### config.mk
export PLATFORM = sky130hd
export DESIGN_NAME = mcs_bridge_nx
export DESIGN_NICKNAME = d
export VERILOG_FILES = /design/src/rtl/mcs_bridge_pkg.sv /design/src/rtl/mcs_bridge_nx.sv
export SDC_FILE = /design/constraint.sdc
export NUM_CORES = 1
export LEC_CHECK = 0
export CORE_MARGIN = 2
export CORE_UTILIZATION = 41
export CTS_BUF_LIST = sky130_fd_sc_hd__clkbuf_8
export DETAILED_ROUTE_END_ITERATION = 8
export PLACE_DENSITY = 0.87
export SLEW_MARGIN = 25
export SYNTH_ARGS = -nofsm -noshare
export SYNTH_HDL_FRONTEND = slang
export SYNTH_SLANG_ARGS = --single-unit
### constraint.sdc
create_clock -name clk -period 5.67 [get_ports clk]
set_input_delay 0.567 -clock clk [delete_from_list [all_inputs] [get_ports clk]]
set_output_delay 0.567 -clock clk [all_outputs]
set_load 0.005 [all_outputs]
### src/rtl/mcs_bridge_pkg.sv
// Shared types, field positions and helpers for the MCS IO-bus bridge (mcs_bridge_nx).
package mcs_bridge_pkg;

    typedef enum logic [1:0] {
        IDLE   = 2'd0,
        ACCESS = 2'd1,
        WAIT   = 2'd2,
        RESP   = 2'd3
    } state_t;

    localparam int BRG_MATCH_HI = 31;
    localparam int BRG_MATCH_LO = 24;
    localparam int REGION_HI    = 23;
    localparam int REGION_LO    = 22;
    localparam int MAX_CS       = 4;

    localparam logic [31:0] TIMEOUT_DATA = 32'hDEAD_BEEF;

    function automatic logic [1:0] get_region(input logic [31:0] addr);
        return addr[REGION_HI:REGION_LO];
    endfunction

endpackage

### src/rtl/mcs_bridge_nx.sv
// MicroBlaze MCS IO-bus to basic-bus bridge with N_CS slave regions, wait states and error flag.
// Optional wait timeout is built when MCS_BRIDGE_TIMEOUT_EN is defined.
module mcs_bridge_nx
    import mcs_bridge_pkg::*;
#(
    parameter logic [31:0] BRG_BASE = 32'hc000_0000,
    parameter int          N_CS     = 2,
    parameter int          ADDR_W   = 21,
    parameter int          TIMEOUT  = 255
) (
    input  logic                clk,
    input  logic                reset,
    input  logic                io_addr_strobe,
    input  logic                io_read_strobe,
    input  logic                io_write_strobe,
    input  logic [3:0]          io_byte_enable,
    input  logic [31:0]         io_address,
    input  logic [31:0]         io_write_data,
    output logic [31:0]         io_read_data,
    output logic                io_ready,
    output logic [N_CS-1:0]     b_cs,
    output logic                b_wr,
    output logic                b_rd,
    output logic [3:0]          b_be,
    output logic [20:0]         b_addr,
    output logic [31:0]         b_wr_data,
    input  logic [32*N_CS-1:0]  b_rd_data,
    input  logic [N_CS-1:0]     b_ready,
    output logic                bus_err,
    input  logic                err_clr
);

    if (N_CS < 1 || N_CS > MAX_CS) begin : g_bad_n_cs
        $error("mcs_bridge_nx: N_CS out of range");
    end

    state_t             state_r, state_s;
    logic [N_CS-1:0]    b_cs_r, b_cs_s, cs_dec_s;
    logic               b_wr_r, b_wr_s, b_rd_r, b_rd_s;
    logic               write_r, write_s;
    logic [3:0]         b_be_r, b_be_s;
    logic [20:0]        b_addr_r, b_addr_s, addr_s;
    logic [31:0]        b_wr_data_r, b_wr_data_s;
    logic [31:0]        io_read_data_r, io_read_data_s, rd_sel_s;
    logic               io_ready_r, io_ready_s;
    logic               bus_err_r, bus_err_s, err_set_s;
    logic [1:0]         region_s;
    logic               hit_s, ready_sel_s, timeout_s;
    logic               unused_s;

    // The read strobe is implied by the absence of a write strobe; low address bits are byte lanes.
    assign unused_s = &{1'b0, io_read_strobe, io_address};

    assign region_s = get_region(io_address);
    assign addr_s   = 21'(io_address[ADDR_W+1:2]);
    assign hit_s    = (io_address[BRG_MATCH_HI:BRG_MATCH_LO] == BRG_BASE[BRG_MATCH_HI:BRG_MATCH_LO])
                   && ({30'd0, region_s} < 32'(N_CS));

    // Region decode for the incoming address.
    always_comb begin
        cs_dec_s = '0;
        for (int k = 0; k < N_CS; k++) begin
            cs_dec_s[k] = (region_s == 2'(k));
        end
    end

    // Selected slave's ready and read data; b_cs_r is one-hot while a slave is being accessed.
    always_comb begin
        rd_sel_s = 32'd0;
        for (int k = 0; k < N_CS; k++) begin
            rd_sel_s = rd_sel_s | ({32{b_cs_r[k]}} & b_rd_data[32*k +: 32]);
        end
    end
    assign ready_sel_s = |(b_ready & b_cs_r);

`ifdef MCS_BRIDGE_TIMEOUT_EN
    logic [15:0] tmo_cnt_r, tmo_cnt_s;

    // Counts cycles spent in ACCESS/WAIT; zero on every other state so each access starts fresh.
    always_comb begin
        if (state_r == ACCESS || state_r == WAIT) begin
            tmo_cnt_s = tmo_cnt_r + 16'd1;
        end else begin
            tmo_cnt_s = 16'd0;
        end
    end

    // Timeout counter register.
    always_ff @(posedge clk or posedge reset) begin
        if (reset) begin
            tmo_cnt_r <= 16'd0;
        end else begin
            tmo_cnt_r <= tmo_cnt_s;
        end
    end

    assign timeout_s = (tmo_cnt_r == 16'(TIMEOUT));
`else
    assign timeout_s = 1'b0;
`endif

    // Next-state and next-output logic; slave ready beats the timeout in the same cycle.
    always_comb begin
        state_s        = state_r;
        b_cs_s         = b_cs_r;
        b_wr_s         = 1'b0;
        b_rd_s         = 1'b0;
        b_be_s         = b_be_r;
        b_addr_s       = b_addr_r;
        b_wr_data_s    = b_wr_data_r;
        write_s        = write_r;
        io_ready_s     = 1'b0;
        io_read_data_s = 32'd0;
        err_set_s      = 1'b0;
        case (state_r)
            IDLE: begin
                if (io_addr_strobe && hit_s) begin
                    state_s     = ACCESS;
                    b_cs_s      = cs_dec_s;
                    b_wr_s      = io_write_strobe;
                    b_rd_s      = ~io_write_strobe;
                    b_be_s      = io_byte_enable;
                    b_addr_s    = addr_s;
                    b_wr_data_s = io_write_data;
                    write_s     = io_write_strobe;
                end else if (io_addr_strobe) begin
                    state_s    = RESP;
                    io_ready_s = 1'b1;
                    err_set_s  = 1'b1;
                end else begin
                    state_s = IDLE;
                end
            end
            ACCESS, WAIT: begin
                if (ready_sel_s) begin
                    state_s        = RESP;
                    b_cs_s         = '0;
                    io_ready_s     = 1'b1;
                    io_read_data_s = write_r ? 32'd0 : rd_sel_s;
                end else if (timeout_s) begin
                    state_s        = RESP;
                    b_cs_s         = '0;
                    io_ready_s     = 1'b1;
                    io_read_data_s = TIMEOUT_DATA;
                    err_set_s      = 1'b1;
                end else begin
                    state_s = WAIT;
                end
            end
            RESP: begin
                state_s = IDLE;
            end
            default: begin
                state_s = IDLE;
                b_cs_s  = '0;
            end
        endcase

        if (err_set_s) begin
            bus_err_s = 1'b1;
        end else if (err_clr) begin
            bus_err_s = 1'b0;
        end else begin
            bus_err_s = bus_err_r;
        end
    end

    // State and output registers.
    always_ff @(posedge clk or posedge reset) begin
        if (reset) begin
            state_r        <= IDLE;
            b_cs_r         <= '0;
            b_wr_r         <= 1'b0;
            b_rd_r         <= 1'b0;
            b_be_r         <= 4'd0;
            b_addr_r       <= 21'd0;
            b_wr_data_r    <= 32'd0;
            write_r        <= 1'b0;
            io_ready_r     <= 1'b0;
            io_read_data_r <= 32'd0;
            bus_err_r      <= 1'b0;
        end else begin
            state_r        <= state_s;
            b_cs_r         <= b_cs_s;
            b_wr_r         <= b_wr_s;
            b_rd_r         <= b_rd_s;
            b_be_r         <= b_be_s;
            b_addr_r       <= b_addr_s;
            b_wr_data_r    <= b_wr_data_s;
            write_r        <= write_s;
            io_ready_r     <= io_ready_s;
            io_read_data_r <= io_read_data_s;
            bus_err_r      <= bus_err_s;
        end
    end

    assign b_cs         = b_cs_r;
    assign b_wr         = b_wr_r;
    assign b_rd         = b_rd_r;
    assign b_be         = b_be_r;
    assign b_addr       = b_addr_r;
    assign b_wr_data    = b_wr_data_r;
    assign io_ready     = io_ready_r;
    assign io_read_data = io_read_data_r;
    assign bus_err      = bus_err_r;

endmodule

==> run summary, run 1 <==
status: complete, no violations
unrepaired setup endpoints after global routing: no
final RePlAce weighted congestion: 0.8135
count of cell types in the netlist: 24
share of the synthesized area in the top cell type: 64.79%
Initial Utilization: 41.55%
CP Capture Type: flop
Rel. slew slack: 51.74%
hold buffer count at CTS: 0
top cells by area, synth: dfrtp_1 65%, mux2_2 17%, a22oi_1 6.5%
Die Wd: 100.1 µm
routed len/inst: 16.64 µm
Avg Inst Size Synth: 13.92 µm²
final worst slack: 3.045 ns
Critical Path RT: 5.89 ns
Clock transition at path regs: 0.09 ns
Register Area: 2455 µm²
vias in the first global route: 3119
clock network latency to the later pin of the worst-skew pair: 0.34 ns
# IOs: 235
Pwr Density: 190.7 nW/µm²
placed insts: 597
Area growth syn-to-layout: 67.14%
via/cell ratio: 4.907
height of the chip: 100.1 µm
Hold/Removal Path Class: flop to flop
Max VDD drop: 108.7 µV
Cell Area, Synth: 3785 µm²
Nets: 639
GRT overflow: 0
number of synthesized flops with an enable pin: 0
DP Area: 6151 µm²
predominant post-synthesis flop cell: dfrtp_1
Antenna Nets Post-Route: 0
cell area after layout: 6326 µm²
slew at the pin with the worst max-slew slack: 0.7239 ns
Die Area: 10020 µm²
Final Setup Violations: 0
critical path class: primary input to flop
FP Rows: 35
clk buf depth: 2
Commonest cells post-synth: 98 x dfrtp_1, 58 x mux2_2, 33 x a22oi_1, 32 x nor2_1
CTS H-tree depth: 3
total clock sinks: 98
cell with the most instances after synthesis: dfrtp_1
fillers: 696
CTS tree: built
syn_nets: 414
static leakage: 2.717 nW
cts bufs inserted: 9
synthesized flop and latch total: 98
async set or reset register ratio after synthesis: 100.0%
Core Area: 9109 µm²
post-route setup TNS: 0 ns
startpoint class of the critical path: primary input
# resized after CTS: 0
CP max FO: 47
Final Hold Viols: 0
Fmax: 380.9 MHz
pin count of the biggest net entering global routing: 59
drt total wl: 10200 µm
Root Driver: clkbuf_8
Syn. warnings: 0
post-DP HPWL: 7864 µm
post-CTS setup buffers: 0
initial antenna violation count: 0
final clock period utilization by the worst path: 46.30%
share of cells above drive strength 1: 15.94%
sequential-to-total area share from yosys stat: 64.79%
Port Buffers: 231
Slew Limit Fails: 0
min cycle time layout: 2.625 ns
total inserted antenna cells: 0
post-route DRC violation count: 0
maxcap violations: 0
First-pass DRT Iterations: 4
Clock Skew: 0.01403 ns
Mapped Cells: 272
first-pass GRT wire length: 15530 µm
vias: 3008
CP Data Arrival Time: 2.84 ns
total track usage: 19.93%
Non-Filler Instances: 613
leading area contributor after synthesis: dfrtp_1
initial drt markers: 92
DP Worst Slack: 2.683 ns
area of the multi-input gates: 1215 µm²
worst paths after layout:
| check | endpoint | cells after the start | start | slack (ns) |
|---|---|---|---|---|
| setup / recovery | b_addr[14] | 5 | io_address[26] | 3.04 |
| hold / removal | b_addr[6] | 1 | b_addr[6] | 0.51 |
| setup reg to reg | b_addr[14] | 6 | state_r[0] | 3.18 |
| hold reg to reg | b_addr[6] | 1 | b_addr[6] | 0.51 |
| max in group asynchronous | b_cs[0] | 3 | reset | 3.91 |
| min in group asynchronous | b_wr_data[22] | 2 | reset | 0.61 |
cells in the final DEF, fill, tap and decap left out:
cell / n
nor4bb_1: 1
nor4b_2: 1
nand3_1: 2
nor3_1: 2
inv_1: 5
nand2b_1: 2
nor2_1: 32
clkbuf_8: 10
or2_2: 1
nor2b_1: 1
nand4bb_1: 1
nand2_1: 2
a21boi_0: 1
clkdlybuf4s50_1: 231
a22oi_1: 33
and4b_2: 1
a21oi_1: 3
ha_1: 2
dfrtp_2: 2
clkinvlp_4: 3
mux2_2: 58
buf_4: 2
or4b_1: 1
inv_4: 1
o21ai_0: 6
clkinv_2: 1
dfrtp_1: 96
and2_1: 1
power by group:
group / leakage [nW] / internal (mW) / switching, mW / total [mW]
clock: 0.0869 / 0.168 / 0.228 / 0.396
combinational: 1.27 / 0.0832 / 0.0289 / 0.112
sequential: 1.36 / 0.698 / 0.0000000000000000108 / 0.698
metal layers:
layer  vias to the layer above  wire [µm]  GRT usage, %
met5                         -          0             0
met4                         0         82         4.847
met3                         8        895         6.964
met2                       134       5489         36.23
met1                      1464       3735         22.45
li1                       1402          -             -
metrics by stage:
step           util [%]  hold WS, ns  total power [mW]
6_report          69.45       0.5118             1.206
5_1_grt           69.45       0.5212             1.259
2_1_floorplan         -       0.4728            0.7245
3_3_place_gp      67.53       0.4872            0.8225
4_1_cts           69.42       0.5150             1.219
3_5_place_dp      67.53       0.4945            0.8249
registers in the layout, indices dropped and copies added, names as in the netlist:
signal,count
b_addr,21
b_wr,1
io_read_data,32
b_wr_data,32
bus_err,1
b_be,4
write_r,1
b_rd,1
b_cs,2
state_r,2
io_ready,1
area by class of cell:
cell class / count / area share, %
tap: 111 / 2.195
sequential: 98 / 38.81
timing repair buffer: 233 / 36.79
clock buffer: 10 / 2.176
multi-input combinational: 151 / 19.20
inverter: 4 / 0.2769
clock inverter: 6 / 0.5538
critical path, stage by stage:
cell and delay [ns]:
clkdlybuf4s50_1 0.42, nor4b_2 0.35, and4b_2 0.51, buf_4 0.56, mux2_2 0.41
kinds of logic after synthesis:
logic type      Yosys count  share of synthesized area, %
fa+ha+maj                 2                        0.6611
compound gates           43                         7.934
buf+inv                  23                         3.140
flops                    98                         64.79
simple gates             48                         6.215
mux                      58                         17.26
(Power assumes the default switching activity.)
==> run 2: changes to the inputs <==
--- a/config.mk
+++ b/config.mk
@@ -6,10 +6,10 @@
 export NUM_CORES = 1
 export LEC_CHECK = 0
 export CORE_MARGIN = 2
-export CORE_UTILIZATION = 41
+export CORE_UTILIZATION = 34
 export CTS_BUF_LIST = sky130_fd_sc_hd__clkbuf_8
 export DETAILED_ROUTE_END_ITERATION = 8
-export PLACE_DENSITY = 0.87
+export PLACE_DENSITY = 0.77
 export SLEW_MARGIN = 25
 export SYNTH_ARGS = -nofsm -noshare
 export SYNTH_HDL_FRONTEND = slang
==> constraint.sdc (replaced) <==
create_clock -name clk -period 2.15 [get_ports clk]
set_input_delay 0.215 -clock clk [delete_from_list [all_inputs] [get_ports clk]]
set_output_delay 0.215 -clock clk [all_outputs]
set_load 0.005 [all_outputs]
==> run 2 against run 1 <==
  * Clock power grew to 3.0 times the previous value
  * Power grew to 2.7 times the previous value
  * Cell count rose by 5.2%
  * Sequential share of layout area down 0.76 points
  * Worst hold slack lost 0.16 ns
  * Core utilization down 10 points
==> run summary, run 2 (synthesis gave the netlist of run 1 again) <==
Critical Path RT: 2.39 ns
Core Area: 10840 µm²
cts bufs inserted: 9
status: complete, no violations
CP Capture Type: flop
post-route DRC violation count: 0
initial drt markers: 118
first-pass GRT wire length: 14940 µm
hold buffer count at CTS: 0
Die Wd: 109.5 µm
pin count of the biggest net entering global routing: 99
startpoint class of the critical path: flop
commonest non-fill, non-tap cells in the layout: 231 x clkdlybuf4s50_1, 98 x dfrtp_1, 58 x mux2_2
clk buf depth: 2
Die Area: 11990 µm²
Final Hold Viols: 0
Clock Skew: 0.008616 ns
Hold/Removal Path Class: primary input to asynchronous set/reset pin
# resized after CTS: 0
FP Rows: 38
commonest non-fill, non-tap cell in the layout: clkdlybuf4s50_1
Port Buffers: 231
Antenna Nets Post-Route: 0
GRT overflow: 0
Fmax: 504.2 MHz
final RePlAce weighted congestion: 0.7393
Root Driver: clkbuf_8
CP Data Arrival Time: 2.22 ns
Initial Utilization: 34.91%
CP peak stage delay: 0.39 ns
maxcap violations: 0
min cycle time layout: 1.983 ns
CTS H-tree depth: 3
First-pass DRT Iterations: 5
critical path class: flop to flop
via/cell ratio: 4.769
Crit-path slowest cell: dfrtp_1
CTS tree: built
post-route setup TNS: 0 ns
Slew Limit Fails: 0
share of cells above drive strength 1: 15.84%
Final Setup Violations: 0
DP Area: 6248 µm²
total track usage: 16.19%
Max VDD drop: 351.4 µV
unrepaired setup endpoints after global routing: no
vias in the first global route: 3100
initial antenna violation count: 0
Pwr Density: 514.4 nW/µm²
drt total wl: 9941 µm
crit-path cells: inv_1, ha_1, nor4bb_1, and4b_2, buf_12, mux2_2
height of the chip: 109.5 µm
clock network latency to the later pin of the worst-skew pair: 0.34 ns
total inserted antenna cells: 0
Rel. slew slack: 61.05%
final clock period utilization by the worst path: 92.25%
routed len/inst: 15.41 µm
Nets: 642
Area growth syn-to-layout: 70.31%
# IOs: 235
static leakage: 2.769 nW
vias: 3076
CP max FO: 48
slew at the pin with the worst max-slew slack: 0.5842 ns
Clock transition at path regs: 0.09 ns
post-DP HPWL: 7597 µm
cell area after layout: 6446 µm²
post-CTS setup buffers: 0
total clock sinks: 98
run 2: cell types whose count changed in the layout (fill, tap and decap cells not counted):
cell and delta:
buf_12 +3, bufinv_16 +1, clkbuf_8 +1, clkinvlp_4 -2, dfrtp_1 +2, dfrtp_2 -2
inv_1 +1, inv_4 -1
run 2: worst paths after layout:
kind | start | endpoint | slack, ns | cells past startpoint
setup reg to reg | state_r[0] | b_be[3] | 0.17 | 6
min in group clk | err_clr | bus_err | 0.45 | 2
hold / removal | reset | b_wr_data[29] | 0.35 | 3
hold reg to reg | b_addr[13] | b_addr[13] | 0.51 | 1
max in group asynchronous | reset | b_cs[1] | 1.40 | 3
setup / recovery | state_r[0] | b_be[3] | 0.17 | 6
run 2: critical path: cells and delay by family, from the launching register on:
| family | cells | cell delay, ns |
|---|---|---|
| buf+inv | 2 | 0.32 |
| mux | 1 | 0.38 |
| simple gates | 2 | 0.55 |
| flops | 1 | 0.39 |
| fa+ha+maj | 1 | 0.21 |
run 2: layout make-up:
class	instances	area [µm²]
Clock buffer	11	151.4
Clock inverter	5	46.29
Fill cell	901	4394
Inverter	4	18.77
Multi-Input combinational cell	151	1215
Sequential cell	98	2452
Tap cell	140	175.2
Timing Repair Buffer	236	2387
run 2: power breakdown:
part	internal, mW	switching, mW
clock network	0.589	0.589
registers	1.84	0.0000000000000000196
logic	0.222	0.0749
run 2: stage by stage:
step | instances | utilization [%] | setup WS (ns) | hold WS, ns | power (mW)
detailed placement | 629 | 57.64 | 0.008866 | 0.4940 | 2.179
global placement | 629 | 57.64 | 0.04532 | 0.4881 | 2.174
CTS | 645 | 59.46 | 0.1534 | 0.3801 | 3.369
global route | 645 | 59.46 | 0.03697 | 0.4117 | 3.461
finish | 645 | 59.46 | 0.1666 | 0.3470 | 3.316
floorplan | 272 | - | 0.4292 | 0.2875 | 1.911
run 2: metal layers:
metal  vias up  track usage [%]  part of all wire, %
li1       1412                -                    -
met1      1495            18.06                   36
met2       151            28.17                   51
met3        18            5.809                   11
met4         0            6.329                  1.9
met5         -                0                    0
==> run 3: changes to the inputs <==
--- a/config.mk
+++ b/config.mk
@@ -5,11 +5,11 @@
 export SDC_FILE = /design/constraint.sdc
 export NUM_CORES = 1
 export LEC_CHECK = 0
+export ABC_AREA = 1
 export CORE_MARGIN = 2
-export CORE_UTILIZATION = 34
-export CTS_BUF_LIST = sky130_fd_sc_hd__clkbuf_8
+export CORE_UTILIZATION = 40
 export DETAILED_ROUTE_END_ITERATION = 8
-export PLACE_DENSITY = 0.77
+export PLACE_DENSITY = 0.85
 export SLEW_MARGIN = 25
 export SYNTH_ARGS = -nofsm -noshare
 export SYNTH_HDL_FRONTEND = slang
==> constraint.sdc (replaced) <==
create_clock -name clk -period 2.4 [get_ports clk]
set_input_delay 0.24 -clock clk [delete_from_list [all_inputs] [get_ports clk]]
set_output_delay 0.24 -clock clk [all_outputs]
set_load 0.005 [all_outputs]
==> run 3 against run 2 <==
  * Synthesized area grew 1.9%
  * Maximum frequency grew 14%
  * Count of clock-buffer cells in the layout shrank 1
  * Flip-flop and latch count is the same
  * Routed wire length grew 15%
  * Synthesized cell count grew 61%
  * Core utilization grew 11 points
  * Non-clock buffer count grew 5
  * First-iteration DRC count grew 30%
  * Final area grew 0.85%
  * Sequential share of layout area shrank 0.32 points
  * Critical path depth grew 3
  * Critical endpoint is now b_addr[7]
==> run summary, run 3 <==
status: complete, no violations
via/cell ratio: 4.660
DP Area: 6287 µm²
clk buf depth: 2
slew at the pin with the worst max-slew slack: 0.5195 ns
predominant post-synthesis flop cell: dfrtp_1
height of the chip: 102.2 µm
Pwr Density: 583.4 nW/µm²
Top delay family on crit path: buffers and inverters
maxcap violations: 0
post-DP HPWL: 8556 µm
sequential-to-total area share from yosys stat: 63.62%
Clock Skew: 0.01027 ns
switching power: 1.028 mW
routed len/inst: 14.37 µm
initial drt markers: 153
post-route setup TNS: 0 ns
vias: 3719
post-route DRC violation count: 0
total track usage: 21.62%
Port Buffers: 231
cell with the most instances after synthesis: nand2_1
Avg Inst Size Synth: 8.821 µm²
total inserted antenna cells: 0
# IOs: 235
First-pass DRT Iterations: 4
static leakage: 3.046 nW
CP max FO: 29
async set or reset register ratio after synthesis: 100.0%
crit-path cells: inv_1, ha_1, nand2_1, inv_1, nand3_2, inv_2, buf_4, nand2_1, nand2_1
GRT overflow: 0
CP Data Arrival Time: 2.04 ns
Fmax: 572.5 MHz
cell internal pwr: 2.765 mW
Root Driver: clkbuf_8
Rel. slew slack: 65.37%
Max VDD drop: 287.8 µV
Commonest cells post-synth: 248 x nand2_1, 98 x dfrtp_1, 34 x a21oi_1, 14 x inv_1, 11 x clkbuf_1
final clock period utilization by the worst path: 72.77%
Slew Limit Fails: 0
top cells by area, synth: dfrtp_1 64%, nand2_1 24%, a21oi_1 4.4%
Final Hold Viols: 0
Cell Area, Synth: 3855 µm²
Sw Ratio: 27.10%
Crit-path slowest cell: dfrtp_1
unrepaired setup endpoints after global routing: no
final worst slack: 0.6534 ns
FP Rows: 35
first-pass GRT wire length: 17450 µm
Worst Path Buf+Inv: 4
drt total wl: 11470 µm
count of cell types in the netlist: 17
post-route core utilization: 70.03%
synthesized flop and latch total: 98
cell area after layout: 6501 µm²
Crit path top cell by count: nand2_1
DP Worst Slack: 0.3657 ns
initial antenna violation count: 0
syn_nets: 579
share of the synthesized area in the top cell type: 63.62%
commonest non-fill, non-tap cells in the layout: 248 x nand2_1, 231 x clkdlybuf4s50_1, 98 x dfrtp_1
number of synthesized flops with an enable pin: 0
CTS H-tree depth: 3
Die Wd: 102.2 µm
Syn. warnings: 0
CP peak stage delay: 0.40 ns
commonest non-fill, non-tap cell in the layout: nand2_1
Final Setup Violations: 0
pin count of the biggest net entering global routing: 99
leading area contributor after synthesis: dfrtp_1
final RePlAce weighted congestion: 0.7749
Area growth syn-to-layout: 68.65%
CTS tree: built
Mapped Cells: 437
startpoint class of the critical path: flop
Antenna Nets Post-Route: 0
critical path class: flop to flop
Hold/Removal Path Class: primary input to asynchronous set/reset pin
Critical Path RT: 2.69 ns
Clock transition at path regs: 0.09 ns
CP Capture Type: flop
clock power share: 30.7%
vias in the first global route: 3668
part of the power in registers: 46.4%
share of cells above drive strength 1: 4.185%
post-CTS setup buffers: 0
Nets: 808
Initial Utilization: 41.52%
Core Area: 9284 µm²
clock network latency to the later pin of the worst-skew pair: 0.35 ns
# resized after CTS: 0
total clock sinks: 98
cts bufs inserted: 9
combinational share of power: 22.9%
min cycle time layout: 1.747 ns
Die Area: 10440 µm²
hold buffer count at CTS: 0
==> run 3: cells by family (layout without fill, tap and decap cells) <==
family	Yosys count	count (layout)	share of synthesized area, %
AOI/OAI and AO/OA	38	38	4.966
buffers and inverters	38	270	4.901
and+or+nand+nor	261	261	25.87
adders and majority gates	2	2	0.6490
DFF	98	98	63.62
==> run 3: final timing paths <==
check                      slack, ns  cells past startpoint             to               from
max                             0.65                      9      b_addr[7]         state_r[0]
min                             0.37                      3      b_addr[6]              reset
max reg2reg                     0.65                      9      b_addr[7]         state_r[0]
min reg2reg                     0.48                      2   b_wr_data[2]       b_wr_data[2]
max in group asynchronous       1.62                      3        bus_err              reset
min in group clk                0.41                      3  b_wr_data[14]  io_write_data[14]
==> run 3: through the flow <==
| step | power [mW] | hold WS, ns | std cells |
|---|---|---|---|
| after floorplan | 2.198 | 0.3176 | 437 |
| after global placement | 2.625 | 0.4610 | 784 |
| after detailed placement | 2.664 | 0.4612 | 784 |
| after CTS | 3.832 | 0.3923 | 798 |
| after global routing | 4.005 | 0.3996 | 798 |
| final | 3.793 | 0.3737 | 798 |
==> run 3: area by class of cell <==
class	instances	area, µm²
clock inverters	4	76.32
well taps	129	161.4
multi-input cells	301	1214
fillers	722	2783
clock buffers	10	137.6
inverters	15	60.06
flip-flops and latches	98	2452
repair buffers	241	2400
==> run 3: worst reg2reg max path, stage by stage (launching register included) <==
cell,delay (ns)
dfrtp_1,0.40
inv_1,0.07
ha_1,0.19
nand2_1,0.08
inv_1,0.08
nand3_2,0.28
inv_2,0.14
buf_4,0.29
nand2_1,0.10
nand2_1,0.08
==> run 3: metal layers <==
metal	wire length, µm	global-route usage [%]	share of wire, %	up-vias
li1	-	-	-	1783
met1	4247	24.43	37	1748
met2	5888	38.77	51	162
met3	1039	6.088	9.1	26
met4	289	8.308	2.5	0
met5	0	0	0	-
==> run 3: power groups by stage <==
stage               Clock, mW  Combinational [mW]  Sequential, mW
floorplan                   0               0.408            1.79
global placement            0               0.839            1.79
detailed placement          0               0.873            1.79
CTS                      1.19               0.878            1.76
global route             1.27               0.972            1.77
finish                   1.16               0.870            1.76
